===== src/rtl/fetch_queue_if.sv =====
`default_nettype none
// ============================================================================
// Module   : fetch_queue_if
// Brief    : Handshake bundle between the IFU, the fetch queue and decode.
//            master = IFU/decode side, slave = the queue itself.
// Revision : 1.0 - initial release
// ============================================================================
interface fetch_queue_if #(
  parameter int CNT_W = 3
) ();
  logic             in_valid;
  logic [31:0]      in_pc;
  logic [31:0]      in_instr;
  logic             in_ready;
  logic             out_valid;
  logic [31:0]      out_pc;
  logic [31:0]      out_instr;
  logic             out_ready;
  logic             flush;
  logic [CNT_W-1:0] count;

  modport master (
    output in_valid, in_pc, in_instr, out_ready, flush,
    input  in_ready, out_valid, out_pc, out_instr, count
  );

  modport slave (
    input  in_valid, in_pc, in_instr, out_ready, flush,
    output in_ready, out_valid, out_pc, out_instr, count
  );
endinterface
`default_nettype wire


===== src/rtl/fetch_queue.sv =====
`default_nettype none
// ============================================================================
// Module   : fetch_queue
// Brief    : Circular {PC, instruction} buffer between fetch and decode with
//            valid/ready handshake and single-cycle flush on redirect.
//            Optional same-cycle bypass on an empty queue is enabled by
//            defining FETCH_QUEUE_BYPASS_EN.
// Revision : 1.0 - initial release
// ============================================================================
module fetch_queue #(
  parameter int DEPTH = 4,
  parameter int CNT_W = 3
) (
  input  wire logic    clk,
  input  wire logic    rst,
  fetch_queue_if.slave bus
);
  localparam int AW = $clog2(DEPTH);
  localparam int PW = AW + 1;
  localparam logic [PW-1:0]    C_PTR_ONE = PW'(1);
  localparam logic [CNT_W-1:0] C_CNT_ONE = CNT_W'(1);

  logic [63:0]      mem_q [DEPTH];
  logic [PW-1:0]    wr_ptr_q, wr_ptr_d;
  logic [PW-1:0]    rd_ptr_q, rd_ptr_d;
  logic [CNT_W-1:0] count_q, count_d;
  logic             empty, full, bypass, push, pop;
  logic [63:0]      head;

  // Handshake, push/pop qualification and head-of-queue output mux
  always_comb begin
    // Pointers carry one extra wrap bit: equal means empty, equal index with
    // differing wrap bit means full. Equivalent to count==0 / count==DEPTH.
    empty = (wr_ptr_q == rd_ptr_q);
    full  = (wr_ptr_q == {~rd_ptr_q[AW], rd_ptr_q[AW-1:0]});
`ifdef FETCH_QUEUE_BYPASS_EN
    bypass = empty && bus.in_valid && !bus.flush;
`else
    bypass = 1'b0;
`endif
    bus.in_ready  = !full;
    bus.out_valid = !empty || bypass;
    // A bypassed pair taken by decode this cycle is never stored.
    push = bus.in_valid && !full && !bus.flush && !(bypass && bus.out_ready);
    pop  = !empty && bus.out_ready && !bus.flush;
    head = '0;
    if (bypass) begin
      head = {bus.in_pc, bus.in_instr};
    end else if (!empty) begin
      head = mem_q[rd_ptr_q[AW-1:0]];
    end
    bus.out_pc    = head[63:32];
    bus.out_instr = head[31:0];
    bus.count     = count_q;
  end

  // Next pointer/count: flush dominates, then independent push and pop
  always_comb begin
    wr_ptr_d = wr_ptr_q;
    rd_ptr_d = rd_ptr_q;
    count_d  = count_q;
    if (bus.flush) begin
      wr_ptr_d = '0;
      rd_ptr_d = '0;
      count_d  = '0;
    end else begin
      if (push) wr_ptr_d = wr_ptr_q + C_PTR_ONE;
      if (pop)  rd_ptr_d = rd_ptr_q + C_PTR_ONE;
      case ({push, pop})
        2'b10:   count_d = count_q + C_CNT_ONE;
        2'b01:   count_d = count_q - C_CNT_ONE;
        default: count_d = count_q;
      endcase
    end
  end

  // Storage array: written on push only, contents survive reset and flush
  always_ff @(posedge clk) begin
    if (push) mem_q[wr_ptr_q[AW-1:0]] <= {bus.in_pc, bus.in_instr};
  end

  // Pointer and occupancy registers with asynchronous active-low reset
  always_ff @(posedge clk or negedge rst) begin
    if (!rst) begin
      wr_ptr_q <= '0;
      rd_ptr_q <= '0;
      count_q  <= '0;
    end else begin
      wr_ptr_q <= wr_ptr_d;
      rd_ptr_q <= rd_ptr_d;
      count_q  <= count_d;
    end
  end
endmodule
`default_nettype wire


===== src/flat_wrapper.sv =====
// flat-port wrapper written by rule: the top's interface ports become plain ports
module fetch_queue_flat 
#(
  parameter int DEPTH = 4,
  parameter int CNT_W = 3
)
  (clk, rst, bus_in_valid, bus_in_pc, bus_in_instr, bus_out_ready, bus_flush, bus_in_ready, bus_out_valid, bus_out_pc, bus_out_instr, bus_count);
  fetch_queue_if #(.CNT_W(CNT_W)) bus_i ();
  input  wire logic clk;
  input  wire logic rst;
  input wire logic [$bits(bus_i.in_valid)-1:0] bus_in_valid;
  input wire logic [$bits(bus_i.in_pc)-1:0] bus_in_pc;
  input wire logic [$bits(bus_i.in_instr)-1:0] bus_in_instr;
  input wire logic [$bits(bus_i.out_ready)-1:0] bus_out_ready;
  input wire logic [$bits(bus_i.flush)-1:0] bus_flush;
  output wire logic [$bits(bus_i.in_ready)-1:0] bus_in_ready;
  output wire logic [$bits(bus_i.out_valid)-1:0] bus_out_valid;
  output wire logic [$bits(bus_i.out_pc)-1:0] bus_out_pc;
  output wire logic [$bits(bus_i.out_instr)-1:0] bus_out_instr;
  output wire logic [$bits(bus_i.count)-1:0] bus_count;
  assign bus_i.in_valid = bus_in_valid;
  assign bus_i.in_pc = bus_in_pc;
  assign bus_i.in_instr = bus_in_instr;
  assign bus_i.out_ready = bus_out_ready;
  assign bus_i.flush = bus_flush;
  assign bus_in_ready = bus_i.in_ready;
  assign bus_out_valid = bus_i.out_valid;
  assign bus_out_pc = bus_i.out_pc;
  assign bus_out_instr = bus_i.out_instr;
  assign bus_count = bus_i.count;
  fetch_queue #(.DEPTH(DEPTH), .CNT_W(CNT_W)) u_core (.clk(clk), .rst(rst), .bus(bus_i));
endmodule

===== config.mk =====
export PLATFORM = sky130hd
export DESIGN_NAME = fetch_queue_flat
export DESIGN_NICKNAME = d
export VERILOG_FILES = /design/src/rtl/fetch_queue_if.sv /design/src/rtl/fetch_queue.sv /design/src/flat_wrapper.sv
export SDC_FILE = /design/constraint.sdc
export NUM_CORES = 1
export LEC_CHECK = 0
export CORE_MARGIN = 2
export CORE_UTILIZATION = 45
export CTS_CLUSTER_DIAMETER = 100
export DETAILED_ROUTE_END_ITERATION = 10
export PLACE_DENSITY = 0.78
export SYNTH_ARGS = -nofsm -noshare
export SYNTH_HDL_FRONTEND = slang
export SYNTH_SLANG_ARGS = --single-unit
export TNS_END_PERCENT = 20

===== constraint.sdc =====
create_clock -name clk -period 3.2 [get_ports clk]
set_input_delay 0.64 -clock clk [delete_from_list [all_inputs] [get_ports clk]]
set_output_delay 0.64 -clock clk [all_outputs]
set_load 0.02 [all_outputs]

==> out/qor.json <==
{
  "worstReg2RegEnd": "u_core.bus.count[2]$_DFFE_PN0P_",
  "synth_common_cells": "sky130_fd_sc_hd__edfxtp_1, sky130_fd_sc_hd__nor2b_1, sky130_fd_sc_hd__mux4_2, sky130_fd_sc_hd__buf_2",
  "synth_top_cell_area_share_pct": 73.4,
  "cts_tree": "built",
  "cts_inserted_buffers": 28,
  "worstReg2RegStart": "u_core.rd_ptr_q[0]$_DFFE_PN0P_",
  "clkTransAtPathRegs_ns": 0.06,
  "rr_worst_depth": 9,
  "synth.yosys.warnings": 0,
  "tightestPinTransition_ns": 0.450,
  "maxSlewHeadroom_pct": 69.6,
  "rows": 55,
  "slew_violations": 0,
  "finalSetupViolations": 0,
  "synth_async_sr_flop_share_pct": 3.40,
  "slowest_stage": "sky130_fd_sc_hd__dfrtp_4",
  "post_synth_main_area_contributors": "sky130_fd_sc_hd__edfxtp_1, sky130_fd_sc_hd__mux4_2, sky130_fd_sc_hd__nor2b_1",
  "crit_start": "u_core.rd_ptr_q[0]$_DFFE_PN0P_",
  "critical_path_cell_list": "xor2_2 -> or2_4 -> nor2_4 -> buf_12 -> nor2b_1 -> dlygate4sd2_1",
  "gr-usage-all-layers_pct": 16.6,
  "cp-start-kind": "flop",
  "die_width_microns": 157,
  "detailedPlacementHpwl_microns": 12000,
  "finalCriticalPeriod_ns": 3.06,
  "detail_route.vias_per_cell": 5.26,
  "die_area_sq_mm": 0.0245,
  "design.portCount": 138,
  "detail_route.drc_violations": 0,
  "drtIter0Drc": 277,
  "cellPowerDensity_mw_per_mm2": 701,
  "cts_max_path_buffers": 3,
  "critPathCaptureType": "output port",
  "worst_path_largest_cell_delay_ns": 0.56,
  "layout_worst_path_cycle_share_pct": 95.6,
  "grt_setup_unrepaired": "false",
  "setup-tns-final_ns": 0,
  "clock_skew_ns": 0.0107,
  "fin_hold_ws_ns": 0.427,
  "synth_top_area_cell": "sky130_fd_sc_hd__edfxtp_1",
  "critPathKind": "flop to output port",
  "yosys.cell_types.count": 43,
  "vias_in_the_first_global_route": 5624,
  "cts_root_buf": "sky130_fd_sc_hd__clkbuf_16",
  "syn-cell-area_sq_mm": 0.0105,
  "max_freq_ghz": 0.327,
  "clock_h_tree_levels": 1,
  "number_of_nets_in_the_synthesized_netlist": 572,
  "grt_max_degree": 67,
  "finalWirelength_microns": 20200,
  "power.leakage_nw": 4.51,
  "die_h_microns": 157,
  "post_route_cells_drive_above_1_share_pct": 21.1,
  "overflow": 0,
  "number_of_antenna_violations_at_the_first_check_in_global_routing": 1,
  "fin_nets": 735,
  "post_drt_wl_per_cell_microns": 20.3,
  "synth-edff-count": 256,
  "p_total_mw": 9.34,
  "cp_data_required_time_ns": 2.56,
  "design.core.area_sq_mm": 0.0228,
  "gpl.final_weighted_congestion": 0.721,
  "ys_seq_elements": 265,
  "antenna_violating_nets_post_route": 0,
  "pre_cts_ws_ns": 0.118,
  "antenna_cells_inserted": 0,
  "reg2reg_setup_slack_ns": 0.33,
  "max-cap-violations": 0,
  "run_status": "completed",
  "hold_viol_final": 0,
  "worstPathArrival_ns": 2.42,
  "clkLatencyLatePin_ns": 0.53,
  "synthesis.instances": 497,
  "flow.area_growth_from_synthesis_pct": 27.1,
  "clock_sinks": 265,
  "synthMostInstantiatedCell": "sky130_fd_sc_hd__edfxtp_1",
  "setup_ws_ns": 0.141,
  "vdd_ir_drop_max_uv": 453,
  "place.port_buffers": 137,
  "crit_path_max_fanout": 33,
  "timing.hold.worst.class": "primary input to async pin",
  "synth.yosys.seq_area_share_pct": 75.5,
  "grt_pass1_wl_microns": 31200,
  "avgSynthCellArea_sq_um": 21.1,
  "postSynth.topFlopCell": "sky130_fd_sc_hd__edfxtp_1",
  "dr_total_vias": 5229,
  "initial_utilization_pct": 46.0,
  "cts.repair_timing.setup_buffer_count": 0,
  "drt_pre_antenna_iters": 5
}
-- cell usage in the layout, fill, tap and decap left out, drive strengths merged, types with 5 or more instances in the layout --
master / instances
clkdlybuf4s50: 72
mux4: 64
nor2b: 67
nor2: 10
clkinv: 16
dlygate4sd2: 63
xor2: 6
ha: 5
dfrtp: 9
nand2: 6
edfxtp: 256
buf: 21
clkbuf: 33
-- per-stage QoR --
stage / util [%] / cell area [sq um] / std cells
4_1_cts: 58.3 / 13300 / 994
3_5_place_dp: 54.7 / 12500 / 942
5_1_grt: 58.4 / 13300 / 995
6_report: 58.4 / 13300 / 995
3_3_place_gp: 54.7 / 12500 / 942
2_1_floorplan: - / 10500 / 497
-- what timing repair did --
action | CTS | global route
gates resized for setup | 66 | 3
gates cloned | 0 | 1
hold endpoints to repair | 0 | 0
hold buffers | 0 | 0
setup endpoints to repair | 65 | 2
-- kinds of logic after synthesis --
group	count (synthesis)	synth area share, %
AO/OA/AOI/OAI	19	1.48
XOR/XNOR	8	0.884
adder cells (fa/ha/maj)	6	0.788
buffers and inverters	30	1.30
flip-flops	265	75.5
multiplexers	69	14.3
AND/OR/NAND/NOR	100	5.74
-- layout make-up --
type / instances / area, sq um
Sequential cell: 265 / 7920
Multi-Input combinational cell: 202 / 2450
Clock inverter: 20 / 158
Tap cell: 313 / 392
Inverter: 4 / 15.0
Clock buffer: 32 / 716
Fill cell: 1694 / 9470
Timing Repair Buffer: 159 / 1660
-- layer usage --
| layer | GRT usage [%] | wire length (microns) |
|---|---|---|
| met2 | 29.0 | 10300 |
| met5 | 0 | 16 |
| met1 | 21.4 | 8310 |
| met3 | 3.68 | 1160 |
| met4 | 4.11 | 331 |
-- critical path, delay by kind of cell, from the launching register on --
kind,cells,cell delay [ns]
buffers and inverters,2,0.56
XOR/XNOR,1,0.19
AND/OR/NAND/NOR,3,0.57
flip-flops,1,0.56
-- report_power, final --
group          switching, mW  internal, mW  leakage, nW  total, mW
Combinational           1.26          1.07         1.64       2.33
Clock                   1.24          1.76        0.427       3.00
Sequential            0.0672          3.93         2.44       4.00
Total                   2.56          6.77         4.51       9.34
-- worst max path at each step --
stage	end	slack (ns)	depth (start not counted)
6_report	bus_out_pc[28]	0.14	6
5_1_grt	bus_in_ready	0.06	5
4_1_cts	bus_out_instr[26]	-0.06	4
3_5_place_dp	u_core.bus.count[2]$_DFFE_PN0P_	0.12	8
3_3_place_gp	u_core.bus.count[2]$_DFFE_PN0P_	0.23	8
2_1_floorplan	u_core.mem_q[2][0]$_DFFE_PP_	-0.09	4
-- sequential cells by signal, summed over array words and instances, names as in the netlist --
| name | count |
|---|---|
| u_core.wr_ptr_q | 3 |
| u_core.bus.count | 3 |
| u_core.rd_ptr_q | 3 |
| u_core.mem_q | 256 |
Note: power is estimated with default switching activity, not from simulation.
